**src/rtl/udma_rx_byte_packer.sv**
```systemverilog
//==============================================================================
// Module   : udma_rx_byte_packer
// Brief    : Packs a peripheral byte stream into 1/2/4-byte little-endian words
//            for the UDMA linear-channel rx path, with flush and idle timeout.
// Revision : 1.0 - initial release
//==============================================================================
`default_nettype none

module udma_rx_byte_packer #(
  parameter int TIMEOUT_W = 16
) (
  input  logic                 clk_i,
  input  logic                 rstn_i,
  input  logic                 cfg_en_i,
  input  logic                 cfg_clr_i,
  input  logic [1:0]           cfg_datasize_i,
  input  logic [TIMEOUT_W-1:0] cfg_timeout_i,
  input  logic                 flush_i,
  input  logic [7:0]           byte_data_i,
  input  logic                 byte_valid_i,
  output logic                 byte_ready_o,
  output logic [31:0]          data_o,
  output logic [1:0]           datasize_o,
  output logic                 valid_o,
  input  logic                 ready_i,
  output logic                 flush_done_o
);

  localparam logic [1:0] c_size_byte = 2'b00;
  localparam logic [1:0] c_size_half = 2'b01;
  localparam logic [1:0] c_size_word = 2'b10;

  logic [23:0]          r_pack;
  logic [1:0]           r_count;
  logic [1:0]           r_size;
  logic                 r_flush_pend;
  logic [TIMEOUT_W-1:0] r_tmo;
  logic                 r_out_flushed;

  logic                 w_out_free;
  logic                 w_accept;
  logic                 w_drain;
  logic [1:0]           w_cfg_size;
  logic [1:0]           w_cur_size;
  logic [1:0]           w_last_idx;
  logic                 w_complete;
  logic                 w_tmo_en;
  logic                 w_tmo_hit;
  logic                 w_flush_req;
  logic [2:0]           w_fill;
  logic                 w_emit_part;
  logic                 w_emit;
  logic                 w_pend_next;
  logic [31:0]          w_word;
  logic [1:0]           w_part_size;

  assign w_out_free   = ~valid_o | ready_i;
  assign byte_ready_o = cfg_en_i & ~cfg_clr_i & w_out_free;
  assign w_accept     = byte_valid_i & byte_ready_o;
  assign w_drain      = valid_o & ready_i;

  // The target size is only sampled on byte 0; later bytes reuse the latched value.
  assign w_cfg_size = (cfg_datasize_i == 2'b11) ? c_size_word : cfg_datasize_i;
  assign w_cur_size = (r_count == 2'd0) ? w_cfg_size : r_size;

  always_comb begin
    w_last_idx = 2'd3;
    case (w_cur_size)
      c_size_byte: w_last_idx = 2'd0;
      c_size_half: w_last_idx = 2'd1;
      default:     w_last_idx = 2'd3;
    endcase
  end

  assign w_complete  = w_accept & (r_count == w_last_idx);
  assign w_tmo_en    = (cfg_timeout_i != '0) & (r_count != 2'd0);
  assign w_tmo_hit   = w_tmo_en & (r_tmo >= cfg_timeout_i);
  assign w_flush_req = flush_i | w_tmo_hit;
  assign w_fill      = {1'b0, r_count} + {2'b00, w_accept};

  // A pending flush always has bytes behind it, since it is cleared whenever
  // the byte count returns to zero.
  assign w_emit_part = r_flush_pend & w_out_free & ~w_complete;
  assign w_emit      = w_complete | w_emit_part;
  assign w_pend_next = ~w_emit & (r_flush_pend | (w_flush_req & (w_fill != 3'd0)));

  always_comb begin
    w_word = {8'h00, r_pack};
    if (w_accept) begin
      case (r_count)
        2'd0:    w_word[7:0]   = byte_data_i;
        2'd1:    w_word[15:8]  = byte_data_i;
        2'd2:    w_word[23:16] = byte_data_i;
        default: w_word[31:24] = byte_data_i;
      endcase
    end
  end

  always_comb begin
    w_part_size = c_size_word;
    case (w_fill)
      3'd1:    w_part_size = c_size_byte;
      3'd2:    w_part_size = c_size_half;
      default: w_part_size = c_size_word;
    endcase
  end

  // Packing state: byte count, partial word, latched size, flush and timeout.
  always_ff @(posedge clk_i or negedge rstn_i) begin
    if (!rstn_i) begin
      r_pack       <= '0;
      r_count      <= '0;
      r_size       <= '0;
      r_flush_pend <= 1'b0;
      r_tmo        <= '0;
    end else if (cfg_clr_i) begin
      r_pack       <= '0;
      r_count      <= '0;
      r_flush_pend <= 1'b0;
      r_tmo        <= '0;
    end else begin
      r_flush_pend <= w_pend_next;
      if (w_emit) begin
        r_pack  <= '0;
        r_count <= '0;
      end else if (w_accept) begin
        r_pack  <= w_word[23:0];
        r_count <= r_count + 2'd1;
      end
      if (w_accept && (r_count == 2'd0)) begin
        r_size <= w_cfg_size;
      end
      if (w_accept || w_emit) begin
        r_tmo <= '0;
      end else if (w_tmo_en && (r_tmo < cfg_timeout_i)) begin
        r_tmo <= r_tmo + TIMEOUT_W'(1);
      end
    end
  end

  // Output word register toward the linear channel.
  always_ff @(posedge clk_i or negedge rstn_i) begin
    if (!rstn_i) begin
      data_o        <= '0;
      datasize_o    <= '0;
      valid_o       <= 1'b0;
      r_out_flushed <= 1'b0;
      flush_done_o  <= 1'b0;
    end else if (cfg_clr_i) begin
      valid_o       <= 1'b0;
      r_out_flushed <= 1'b0;
      flush_done_o  <= 1'b0;
    end else begin
      flush_done_o <= w_drain & r_out_flushed;
      if (w_emit) begin
        data_o        <= w_word;
        datasize_o    <= w_complete ? w_cur_size : w_part_size;
        valid_o       <= 1'b1;
        r_out_flushed <= w_emit_part | r_flush_pend | w_flush_req;
      end else if (w_drain) begin
        valid_o       <= 1'b0;
        r_out_flushed <= 1'b0;
      end
    end
  end

endmodule

`default_nettype wire

```
**config.mk**
```make
export PLATFORM = sky130hd
export DESIGN_NAME = udma_rx_byte_packer
export DESIGN_NICKNAME = d
export VERILOG_FILES = /design/src/rtl/udma_rx_byte_packer.sv
export SDC_FILE = /design/constraint.sdc
export NUM_CORES = 1
export LEC_CHECK = 0
export BUFFER_PORTS_ARGS = -buffer_cell sky130_fd_sc_hd__buf_4
export CAP_MARGIN = 20
export CORE_AREA = 4 4 86 88
export CTS_BUF_LIST = sky130_fd_sc_hd__clkbuf_8
export CTS_CLUSTER_SIZE = 40
export DETAILED_ROUTE_END_ITERATION = 12
export DIE_AREA = 0 0 90 92
export HOLD_SLACK_MARGIN = 0.05
export PLACE_DENSITY = 0.86
export SETUP_SLACK_MARGIN = 0.02
export SYNTH_ARGS = -nofsm -noshare
export SYNTH_HDL_FRONTEND = slang
export SYNTH_SLANG_ARGS = --single-unit
```
**constraint.sdc**
```tcl
create_clock -name clk_i -period 3.7 [get_ports clk_i]
set_input_delay 0.74 -clock clk_i [delete_from_list [all_inputs] [get_ports clk_i]]
set_output_delay 0.74 -clock clk_i [all_outputs]
set_load 0.05 [all_outputs]
```
==> results.py <==
metrics = {
    "outcome": {
        "status": "finished clean",
    },
    "run": {
        "drv_cap": 0,
    },
    "finish": {
        "drive_gt1_frac": 0.194,
        "final_cell_mix": "dfrtp_1, buf_4, nor2_1",
        "area_growth_pct": 19.9,
        "seq_area_um2": 2050,
        "multi_input_area_um2": 1830,
        "finalNetCount": 540,
        "nFillCells": 491,
        "final_common_cell": "dfrtp_1",
        "n_antenna_cell": 0,
    },
    "place": {
        "place.gp.congestion": 0.858,
        "port_buffers": 69,
        "hpwl_um": 6620,
    },
    "routing": {
        "drtIter0Drc": 183,
        "via_count": 3299,
        "drt-vias-per-instance": 5.80,
        "wl_per_cell_um": 16.1,
        "ant_nets": 0,
        "drtPass1Iterations": 4,
        "drc_errors": 0,
        "routed_wl_um": 9170,
    },
    "global_routing": {
        "grt-ovfl-total": 0,
        "grtUsageTotal": 0.229,
        "grt_max_degree": 83,
        "grt_first_pass_wirelength_um": 15500,
        "grt_pass1_vias": 3294,
        "antenna_found_initial": 0,
    },
    "pwr": {
        "seqPwrFrac": 0.401,
        "switchingPower_mw": 1.25,
        "p_int_mw": 1.65,
        "vdd_drop_max_uv": 465,
        "swShare": 0.431,
        "pwr-share-clk": 0.204,
        "p_per_area_nw_per_um2": 595,
        "power.leakage_nw": 2.47,
        "combPwrFrac": 0.396,
        "p_total_mw": 2.90,
    },
    "setup_path": {
        "worstPathArrival_ns": 3.38,
        "cp_top_family": "simple AND/OR/NAND/NOR gates",
        "path_cells": "inv_1 > ha_1 > a41oi_1 > nor4b_2 > nand3_1 > or4_1 > a21oi_1",
        "path_max_fanout": 20,
        "cp-start-kind": "flip-flop",
        "critPathSlowestCell": "or4_1",
        "crit_path_max_incr_delay_ns": 0.67,
        "path_depth": 7,
        "r2r_setup_slack_ns": 0.59,
        "path_class": "flip-flop to flip-flop",
        "cp-end-kind": "flip-flop",
        "path_buf_inv": 1,
        "r2r_cells": 7,
        "required_ns": 3.97,
    },
    "timing": {
        "fmax_mhz": 321,
        "hold_viol": 0,
        "skew_ns": 0.0127,
        "period_share": 0.841,
        "fin_setup_tns_ns": 0,
        "holdWs_ns": 0.191,
        "rsz0062_at_grt": "false",
        "finalSetupViolCount": 0,
        "period_minus_slack_ns": 3.11,
        "slew_headroom": 0.571,
        "drv_slew": 0,
        "worst_pin_slew_ns": 0.642,
    },
    "die": {
        "io_pins": 70,
        "core_um2": 6640,
        "die_y_um": 92,
        "rows": 30,
        "die_x_um": 90,
        "initial_core_util": 0.612,
        "die_area_um2": 8280,
    },
    "yosys": {
        "synthArstFlopShare": 1.00,
        "syn_inst": 416,
        "ys_seq_elements": 82,
        "avgSynthCellArea_um2": 9.78,
        "yosys_warnings": 0,
        "seq_area_frac_synth": 0.505,
        "synth_area_um2": 4070,
        "ys.flop_type": "dfrtp_1",
        "synth-edff-count": 0,
        "synth_cell_type_count": 42,
        "synth_nets": 472,
    },
    "clock_tree": {
        "root_buffer": "clkbuf_8",
        "insertion_delay_ns": 0.35,
        "path_clk_slew_ns": 0.09,
        "cts.path.max_buffers": 2,
        "cts_tree": "yes",
        "htree_levels": 3,
        "cts_made_buffers": 9,
        "cts_setup_buffers": 0,
        "cts_sinks": 82,
        "postCtsHoldBufs": 0,
        "cts-resized-gates": 0,
    },
    "min_path": {
        "hp-class": "input port to async pin",
    },
}
[stage by stage]
| step | instance area, um^2 | utilization | cells | setup slack, ns |
|---|---|---|---|---|
| 3_5_place_dp | 4670 | 0.703 | 552 | 0.500 |
| 2_1_floorplan | 4070 | - | 416 | 1.15 |
| 6_report | 4870 | 0.734 | 569 | 0.587 |
| 3_3_place_gp | 4670 | 0.703 | 552 | 0.646 |
| 5_1_grt | 4870 | 0.734 | 569 | 0.316 |
| 4_1_cts | 4850 | 0.730 | 568 | 0.620 |
[cells in the mapped netlist, drive strengths merged (2+ instances only)]
library cell	instances	share of area
a211oi	2	0.0037
a21oi	46	0.057
and2	3	0.0046
and3	2	0.0031
buf	7	0.0086
clkbuf	11	0.010
dfrtp	82	0.50
ha	23	0.071
inv	30	0.028
mux2	4	0.011
mux2i	27	0.066
nand2	19	0.018
nand2b	3	0.0046
nand3	15	0.018
nand4	7	0.011
nor2	62	0.057
nor2b	5	0.0077
nor3	3	0.0037
nor3b	3	0.0055
nor4	7	0.011
o21ai	19	0.023
o31ai	5	0.0092
or3	5	0.0077
or3b	3	0.0065
or4	5	0.0092
xnor2	4	0.0086
[state kept, by name (all words and copies together), names as in the netlist]
register / cells
data_o: 32
datasize_o: 2
flush_done_o: 1
r_count: 2
r_flush_pend: 1
r_out_flushed: 1
r_pack: 24
r_size: 2
r_tmo: 16
valid_o: 1
[logic make-up (layout without fill, tap and decap cells)]
logic type / count (synthesis) / after routing / share of synthesized area
adder cells (fa/ha/maj): 23 / 23 / 0.0708
multiplexers: 31 / 31 / 0.0775
AND/OR/NAND/NOR: 146 / 146 / 0.177
XOR/XNOR: 5 / 5 / 0.0108
AO/OA/AOI/OAI: 80 / 80 / 0.112
flip-flops: 82 / 82 / 0.505
buffers and inverters: 49 / 122 / 0.0474
[power by group through the flow]
stage / logic (mW) / registers [mW] / clock network, mW
after global routing: 1.22 / 1.18 / 0.636
after floorplan: 0.217 / 1.72 / 0
after CTS: 1.16 / 1.16 / 0.596
after global placement: 1.13 / 1.17 / 0
final: 1.15 / 1.16 / 0.591
after detailed placement: 1.15 / 1.18 / 0
[routing by layer]
metal | GRT usage | vias up | share of wire
li1 | - | 1574 | -
met1 | 0.301 | 1621 | 0.43
met2 | 0.383 | 88 | 0.49
met3 | 0.0435 | 16 | 0.057
met4 | 0.0829 | 0 | 0.019
met5 | 0 | - | 0
[path summary, 6_finish.rpt]
kind | to | start
min in group clk_i | datasize_o[1]$_DFFE_PN0P_ | datasize_o[1]$_DFFE_PN0P_
worst min-delay path | r_tmo[1]$_DFFE_PN0P_ | rstn_i
worst min register to register | datasize_o[1]$_DFFE_PN0P_ | datasize_o[1]$_DFFE_PN0P_
max in group asynchronous | r_pack[10]$_DFFE_PN0P_ | rstn_i
worst max-delay path | r_tmo[9]$_DFFE_PN0P_ | r_count[1]$_DFFE_PN0P_
worst max register to register | r_tmo[9]$_DFFE_PN0P_ | r_count[1]$_DFFE_PN0P_
[final cells by class]
| type | count | area share |
|---|---|---|
| clock buffers | 9 | 0.0254 |
| clock inverters | 7 | 0.0110 |
| inverters | 31 | 0.0239 |
| multi-input cells | 285 | 0.376 |
| flip-flops and latches | 82 | 0.421 |
| well taps | 80 | 0.0205 |
| repair buffers | 75 | 0.122 |
No activity file was read; power rests on OpenSTA's default activity.
